$ cat src/rtl/uart_pkg.sv
// Shared UART register-port definitions: register map constants and the
// arbiter access-sequencing states.
package uart_pkg;

  localparam logic [5:0] UART_REG_CTRL = 6'h00;
  localparam logic [1:0] UART_RGN_RX   = 2'b01;
  localparam logic [1:0] UART_RGN_TX   = 2'b10;

  typedef enum logic [1:0] {
    ST_IDLE  = 2'd0,
    ST_ISSUE = 2'd1,
    ST_ACK   = 2'd2
  } arb_state_e;

endpackage

$ cat src/rtl/uart_lock_timer.sv
// Idle timer for the transmit lock: counts cycles the owner is not being served
// and forces a release, with a one-cycle error pulse, once the limit is reached.
module uart_lock_timer
  import uart_pkg::*;
#(
  parameter int LOCK_TIMEOUT = 1023
) (
  input  logic clk,
  input  logic rst_n,
  input  logic lock_valid_i,
  input  logic run_i,
  input  logic clr_i,
  output logic expire_o,
  output logic lock_err_o
);

  localparam int CntW = $clog2(LOCK_TIMEOUT + 1);
  localparam logic [CntW-1:0] Limit = CntW'(LOCK_TIMEOUT);

  logic [CntW-1:0] cnt_q, cnt_d;
  logic            lock_err_q;

  assign expire_o   = lock_valid_i && (cnt_q == Limit);
  assign lock_err_o = lock_err_q;

  always_comb begin
    cnt_d = cnt_q;
    if (clr_i || expire_o || !lock_valid_i) begin
      cnt_d = '0;
    end else if (run_i) begin
      cnt_d = cnt_q + CntW'(1);
    end
  end

  always_ff @(posedge clk) begin
    if (!rst_n) begin
      cnt_q      <= '0;
      lock_err_q <= 1'b0;
    end else begin
      cnt_q      <= cnt_d;
      lock_err_q <= expire_o;
    end
  end

endmodule

$ cat src/rtl/uart_port_arbiter.sv
// Round-robin arbiter between two masters on the UART register port, with a
// transmit lock so one master's TX buffer fill cannot interleave with the other's.
module uart_port_arbiter
  import uart_pkg::*;
#(
  parameter int LOCK_TIMEOUT = 1023
) (
  input  logic        clk,
  input  logic        rst_n,
  input  logic        m0_req,
  input  logic [5:0]  m0_addr,
  input  logic [31:0] m0_wdata,
  input  logic        m0_we,
  output logic        m0_ack,
  output logic [31:0] m0_rdata,
  input  logic        m1_req,
  input  logic [5:0]  m1_addr,
  input  logic [31:0] m1_wdata,
  input  logic        m1_we,
  output logic        m1_ack,
  output logic [31:0] m1_rdata,
  output logic [5:0]  uart_addr,
  output logic [31:0] uart_wdata,
  output logic        uart_we,
  input  logic [31:0] uart_rdata,
  output logic        lock_err
);

  arb_state_e  state_q;
  logic        grant_q, last_grant_q;
  logic        lock_valid_q, lock_owner_q;
  logic        m0_ack_q, m1_ack_q;
  logic [31:0] m0_rdata_q, m1_rdata_q;
  logic [5:0]  uart_addr_q;
  logic [31:0] uart_wdata_q;
  logic        uart_we_q;

  logic expire, lock_held, elig0, elig1, pick, serving_owner, wr_tx, wr_commit;

  // An expiring lock no longer blocks anyone, even on the edge it expires.
  assign lock_held = lock_valid_q && !expire;
  assign elig0     = m0_req && (!lock_held || (lock_owner_q == 1'b0));
  assign elig1     = m1_req && (!lock_held || (lock_owner_q == 1'b1));
  assign pick      = (elig0 && elig1) ? ~last_grant_q : elig1;

  assign serving_owner = (state_q != ST_IDLE) && (grant_q == lock_owner_q);
  assign wr_tx     = (state_q == ST_ISSUE) && uart_we_q && (uart_addr_q[5:4] == UART_RGN_TX);
  assign wr_commit = (state_q == ST_ISSUE) && uart_we_q && (uart_addr_q == UART_REG_CTRL)
                     && lock_valid_q && (lock_owner_q == grant_q);

  uart_lock_timer #(.LOCK_TIMEOUT(LOCK_TIMEOUT)) u_timer (
    .clk          (clk),
    .rst_n        (rst_n),
    .lock_valid_i (lock_valid_q),
    .run_i        (lock_valid_q && !serving_owner),
    .clr_i        (wr_tx),
    .expire_o     (expire),
    .lock_err_o   (lock_err)
  );

  always_ff @(posedge clk) begin
    if (!rst_n) begin
      state_q      <= ST_IDLE;
      grant_q      <= 1'b0;
      last_grant_q <= 1'b1;
      lock_valid_q <= 1'b0;
      lock_owner_q <= 1'b0;
      m0_ack_q     <= 1'b0;
      m1_ack_q     <= 1'b0;
      m0_rdata_q   <= '0;
      m1_rdata_q   <= '0;
      uart_addr_q  <= '0;
      uart_wdata_q <= '0;
      uart_we_q    <= 1'b0;
    end else begin
      m0_ack_q <= 1'b0;
      m1_ack_q <= 1'b0;
      if (expire) lock_valid_q <= 1'b0;
      case (state_q)
        ST_IDLE: begin
          if (elig0 || elig1) begin
            grant_q      <= pick;
            last_grant_q <= pick;
            uart_addr_q  <= pick ? m1_addr  : m0_addr;
            uart_wdata_q <= pick ? m1_wdata : m0_wdata;
            uart_we_q    <= pick ? m1_we    : m0_we;
            state_q      <= ST_ISSUE;
          end
        end
        ST_ISSUE: begin
          uart_we_q <= 1'b0;
          if (grant_q) begin
            m1_rdata_q <= uart_rdata;
            m1_ack_q   <= 1'b1;
          end else begin
            m0_rdata_q <= uart_rdata;
            m0_ack_q   <= 1'b1;
          end
          // The access that just completed may take or commit the TX lock.
          if (wr_tx) begin
            lock_valid_q <= 1'b1;
            lock_owner_q <= grant_q;
          end else if (wr_commit) begin
            lock_valid_q <= 1'b0;
          end
          state_q <= ST_ACK;
        end
        ST_ACK:  state_q <= ST_IDLE;
        default: state_q <= ST_IDLE;
      endcase
    end
  end

  assign m0_ack     = m0_ack_q;
  assign m1_ack     = m1_ack_q;
  assign m0_rdata   = m0_rdata_q;
  assign m1_rdata   = m1_rdata_q;
  assign uart_addr  = uart_addr_q;
  assign uart_wdata = uart_wdata_q;
  assign uart_we    = uart_we_q;

endmodule
$ cat config.mk
export PLATFORM = sky130hd
export DESIGN_NAME = uart_port_arbiter
export DESIGN_NICKNAME = d
export VERILOG_FILES = /design/src/rtl/uart_pkg.sv /design/src/rtl/uart_lock_timer.sv /design/src/rtl/uart_port_arbiter.sv
export SDC_FILE = /design/constraint.sdc
export NUM_CORES = 1
export LEC_CHECK = 0
export ABC_AREA = 1
export CORE_MARGIN = 2
export CORE_UTILIZATION = 39
export CTS_CLUSTER_SIZE = 16
export DETAILED_ROUTE_END_ITERATION = 8
export GPL_ROUTABILITY_DRIVEN = 1
export PLACE_DENSITY = 0.76
export RECOVER_POWER = 100
export SYNTH_ARGS = -nofsm -noshare
export SYNTH_HDL_FRONTEND = slang
export SYNTH_SLANG_ARGS = --single-unit
$ cat constraint.sdc
create_clock -name clk -period 1.75 [get_ports clk]
set_input_delay 0.35 -clock clk [delete_from_list [all_inputs] [get_ports clk]]
set_output_delay 0.35 -clock clk [all_outputs]
set_load 0.1 [all_outputs]
==> results of run 1 <==
==> cell families after synthesis <==
group,Yosys count,share of synthesized area (%)
xor gates and xnor gates,2,0.3220
adders and majority gates,1,0.2300
DFF,122,44.89
AOI/OAI and AO/OA,156,16.35
and+or+nand+nor,357,27.81
buffers and inverters,138,10.40
==> worst register-to-register path: cells and delay by family (launching register included) <==
kind / cells / cell delay [ns]
buffers and inverters: 3 / 0.38
DFF: 1 / 0.35
and+or+nand+nor: 7 / 0.61
adders and majority gates: 1 / 0.15
AOI/OAI and AO/OA: 1 / 0.21
==> registers in the layout (all words and copies together) (netlist names) <==
signal,count
grant_q,1
lock_owner_q,1
u_timer.lock_err_o,1
m1_rdata,32
uart_we,1
last_grant_q,1
m1_ack,1
m0_ack,1
uart_addr,6
m0_rdata,32
uart_wdata,32
lock_valid_q,1
state_q,2
u_timer.cnt_q,10
==> synth_stat cells <==
cell                       instances  share of area (%)
sky130_fd_sc_hd__inv_1            84                5.8
sky130_fd_sc_hd__buf_6             3               0.62
sky130_fd_sc_hd__o21a_1            1               0.14
sky130_fd_sc_hd__nand2_1         172                 12
sky130_fd_sc_hd__clkbuf_1         33                2.3
sky130_fd_sc_hd__xnor2_1           2               0.32
sky130_fd_sc_hd__buf_2            13                1.2
sky130_fd_sc_hd__inv_2             1              0.069
sky130_fd_sc_hd__nor2_2            2               0.23
sky130_fd_sc_hd__dfxtp_1         122                 45
sky130_fd_sc_hd__ha_1              1               0.23
sky130_fd_sc_hd__nand3_2           3               0.55
sky130_fd_sc_hd__nor3_2            1               0.18
sky130_fd_sc_hd__a21boi_1         14                1.9
sky130_fd_sc_hd__nor2_1           89                6.1
sky130_fd_sc_hd__nand2_2           3               0.35
sky130_fd_sc_hd__a21oi_2           1               0.16
sky130_fd_sc_hd__nand3_1          77                7.1
sky130_fd_sc_hd__clkbuf_2          1              0.092
sky130_fd_sc_hd__a21boi_0         25                3.4
sky130_fd_sc_hd__a31oi_1           2               0.23
sky130_fd_sc_hd__o21bai_1          1               0.14
sky130_fd_sc_hd__or2_1             2               0.23
sky130_fd_sc_hd__nand4_1           4               0.46
sky130_fd_sc_hd__buf_1             1              0.069
sky130_fd_sc_hd__nor2_4            1               0.21
sky130_fd_sc_hd__o21ai_0          38                3.5
sky130_fd_sc_hd__buf_4             2               0.28
sky130_fd_sc_hd__a21oi_1          74                6.8
sky130_fd_sc_hd__nor3_1            2               0.18
sky130_fd_sc_hd__nand3_4           1               0.32
==> layout make-up <==
cell class                 instances  area (µm²)
clock buffer                      20       456.7
clock inverter                    12       171.4
fill                             965        3742
inverter                          85       324.1
multi-input combinational        516        2645
sequential                       122        2452
tap                              180       225.2
timing repair buffer             254        3756
==> path summary, 6_finish.rpt <==
| path | start | endpoint | slack, ns | cells after the start |
|---|---|---|---|---|
| worst max-delay path | u_timer.cnt_q[0] | uart_wdata[15] | -0.05 | 12 |
| worst min-delay path | rst_n | m0_rdata[2] | 0.32 | 3 |
| worst max register to register | u_timer.cnt_q[0] | uart_wdata[15] | -0.05 | 12 |
| worst min register to register | m0_rdata[23] | m0_rdata[23] | 0.48 | 2 |
==> what timing repair did <==
item | 4_1_cts | 5_1_grt
pin swaps | 8 | 34
gates resized for setup | 14 | 74
hold endpoints to repair | 0 | 0
buffers inserted | 6 | 5
endpoints found under the setup margin | 8 | 43
gates cloned | 3 | 5
==> metrics by stage <==
step	std cells	hold WS, ns	area, µm²
final	1189	0.3167	10030
after global placement	1141	0.4518	8932
after global routing	1189	0.3007	10030
after floorplan	776	0.4371	5443
after detailed placement	1141	0.4637	8932
after CTS	1182	0.2968	9763
==> metal layers <==
layer / wire length [µm] / GRT usage (%)
met5: 0 / 0
met4: 589 / 9.914
met3: 2171 / 11.38
met2: 9519 / 43.26
met1: 6819 / 26.15
==> cell usage in the layout (no fill, tap or decap), drive strengths merged <==
cell and instances:
nand2 175, clkinvlp 3, o21ai 38, nor3 3
or2 2, a31oi 2, o21bai 1, dlymetal6s4s 1
nand3 81, inv 85, nand4 4, clkdlybuf4s50 112
dfxtp 122, clkbuf 24, nor2 92, xnor2 2
a21boi 39, bufinv 4, clkinv 5, a21oi 75
o21a 1, ha 1, buf 137
==> report_power, final <==
group | total (µW) | internal (µW) | switching [µW]
logic | 3720 | 1410 | 2310
clock network | 3700 | 2450 | 1260
registers | 3230 | 2990 | 234
total | 10600 | 6850 | 3800
==> load_flow_metrics.sql, run 1 <==
INSERT INTO impl_metrics (metric_group, metric, value, unit) VALUES
('die', 'top_level_ports', '220', ''),
('final_layout', 'flow.area_growth_from_synthesis', '84.38', '%'),
('clocking', 'tritoncts.num_buffers', '17', ''),
('timing', 'period_minus_slack', '1.797', 'ns'),
('synth', 'synth-seq-area-share', '44.89', '%'),
('setup_path', 'startpoint_type', 'register', ''),
('drt', 'number_of_iterations_in_the_first_detailed_routing_pass', '4', ''),
('clocking', 'clk_pin_slew', '0.06', 'ns'),
('drt', 'detail-route-antenna-nets', '0', ''),
('final_layout', 'final_nets', '1111', ''),
('setup_path', 'arrival', '2.11', 'ns'),
('setup_path', 'worstSetupPathType', 'register to register', ''),
('die', 'core_area', '13770', 'µm²'),
('power', 'total_leakage_power', '0.004082', 'µW'),
('timing', 'finalSetupTns', '-0.1004', 'ns'),
('final_layout', 'finish.utilization', '72.83', '%'),
('run_status', 'violations', 'negative setup slack', ''),
('clocking', 'clkLatencyLatePin', '0.42', 'ns'),
('setup_path', 'crit_path_max_incr_delay', '0.35', 'ns'),
('placement', 'placement_setup_slack', '-0.02966', 'ns'),
('setup_path', 'critical_path.most_common_cell', 'sky130_fd_sc_hd__nand3_4', ''),
('drt', 'wirelength', '19100', 'µm'),
('placement', 'routability_congestion_estimate', '0.8111', ''),
('die', 'die_w', '122.1', 'µm'),
('final_layout', 'layout-drive-gt1-share', '23.39', '%'),
('final_layout', 'antenna_cells', '0', ''),
('synth', 'ys_ff_latch', '122', ''),
('timing', 'setup_viol', '8', ''),
('placement', 'dp.final_hpwl', '12050', 'µm'),
('drt', 'drc', '0', ''),
('setup_path', 'path_delay_family', 'simple AND/OR/NAND/NOR gates', ''),
('die', 'fp-row-count', '43', ''),
('clocking', 'cts_root_buf', 'sky130_fd_sc_hd__clkbuf_16', ''),
('setup_path', 'path_buf_inv', '3', ''),
('clocking', 'cts.sink_count', '122', ''),
('power', 'total_power', '10650', 'µW'),
('clocking', 'cts-hold-fix-buffers', '0', ''),
('setup_path', 'end_kind', 'register', ''),
('timing', 'timing.fmax', '0.5565', 'GHz'),
('global_route', 'maximum_number_of_pins_on_one_net_before_global_route_repair', '66', ''),
('drt', 'vias_per_cell', '4.996', ''),
('synth', 'postSynthNetCount', '891', ''),
('timing', 'post-route-period-util', '102.7', '%'),
('setup_path', 'crit_chain', 'ha_4, inv_4, nor2_4, nand3_4, nand3_4, nand2_4, a21oi_4, buf_12, clkbuf_16, nand2_2, nor2_2, nor2_1', ''),
('power', 'worst_ir_drop_vdd', '0.0007501', 'V'),
('drt', 'routedWlPerCell', '16.06', 'µm'),
('global_route', 'grt.total_usage', '24.90', '%'),
('setup_path', 'crit_path_top_delay_cell', 'sky130_fd_sc_hd__dfxtp_2', ''),
('clocking', 'cts_tree', 'done', ''),
('drt', 'route.vias.total', '5940', ''),
('die', 'die_h', '122.1', 'µm'),
('worst_hold_path', 'hp-class', 'input pin to register', ''),
('synth', 'synth.lib_cells_used.distinct', '31', ''),
('timing', 'final_hold_viol_count', '0', ''),
('setup_path', 'critical_path.max_fanout', '6', ''),
('timing', 'slew_headroom', '40.59', '%'),
('global_route', 'antenna_violations_before_repair', '0', ''),
('synth', 'synthesis.yosys.warnings', '0', ''),
('global_route', 'first_global_vias', '5861', ''),
('flow_run', 'drv.max_cap_violation_count', '0', ''),
('drt', 'dr.first_iter.drc_count', '433', ''),
('die', 'initial_core_util', '39.50', '%'),
('clocking', 'clockBufferDepth', '2', ''),
('synth', 'netlist_area', '5440', 'µm²'),
('placement', 'buffer_ports.inserted', '219', ''),
('synth', 'syn-instance-count', '776', ''),
('timing', 'tightest_slew', '0.8912', 'ns'),
('synth', 'synthesis.area_per_instance', '7.011', 'µm²'),
('timing', 'postLayoutSetupSlackWorst', '-0.04708', 'ns'),
('clocking', 'cts_htree_levels', '4', ''),
('global_route', 'grt_pass1_wl', '28750', 'µm'),
('setup_path', 'required', '2.06', 'ns'),
('global_route', 'grt-ovfl-total', '0', ''),
('timing', 'fin_skew', '0.008165', 'ns'),
('run_status', 'run_status', 'finished with violations', ''),
('power', 'pwr_density_cell', '1062', 'nW/µm²'),
('timing', 'drv_slew', '0', ''),
('die', 'floorplan.die_area', '14910', 'µm²'),
('timing', 'unrepaired_setup_endpoints_after_global_routing', 'yes', '');
Power figures use the tool's default switching activity.
==> run 2, diff against run 1 <==
--- a/config.mk
+++ b/config.mk
@@ -13,6 +13,7 @@
 export GPL_ROUTABILITY_DRIVEN = 1
 export PLACE_DENSITY = 0.76
 export RECOVER_POWER = 100
+export SLEW_MARGIN = 25
 export SYNTH_ARGS = -nofsm -noshare
 export SYNTH_HDL_FRONTEND = slang
 export SYNTH_SLANG_ARGS = --single-unit
==> results of run 2 <==
No change in the layout: final DEF, timing and power equal those of run 1.
==> run 3, diff against run 2 <==
--- a/config.mk
+++ b/config.mk
@@ -10,7 +10,7 @@
 export CORE_UTILIZATION = 39
 export CTS_CLUSTER_SIZE = 16
 export DETAILED_ROUTE_END_ITERATION = 8
-export GPL_ROUTABILITY_DRIVEN = 1
+export GPL_ROUTABILITY_DRIVEN = 0
 export PLACE_DENSITY = 0.76
 export RECOVER_POWER = 100
 export SLEW_MARGIN = 25
==> results of run 3 <==
No change in the layout: final DEF, timing and power equal those of run 1.
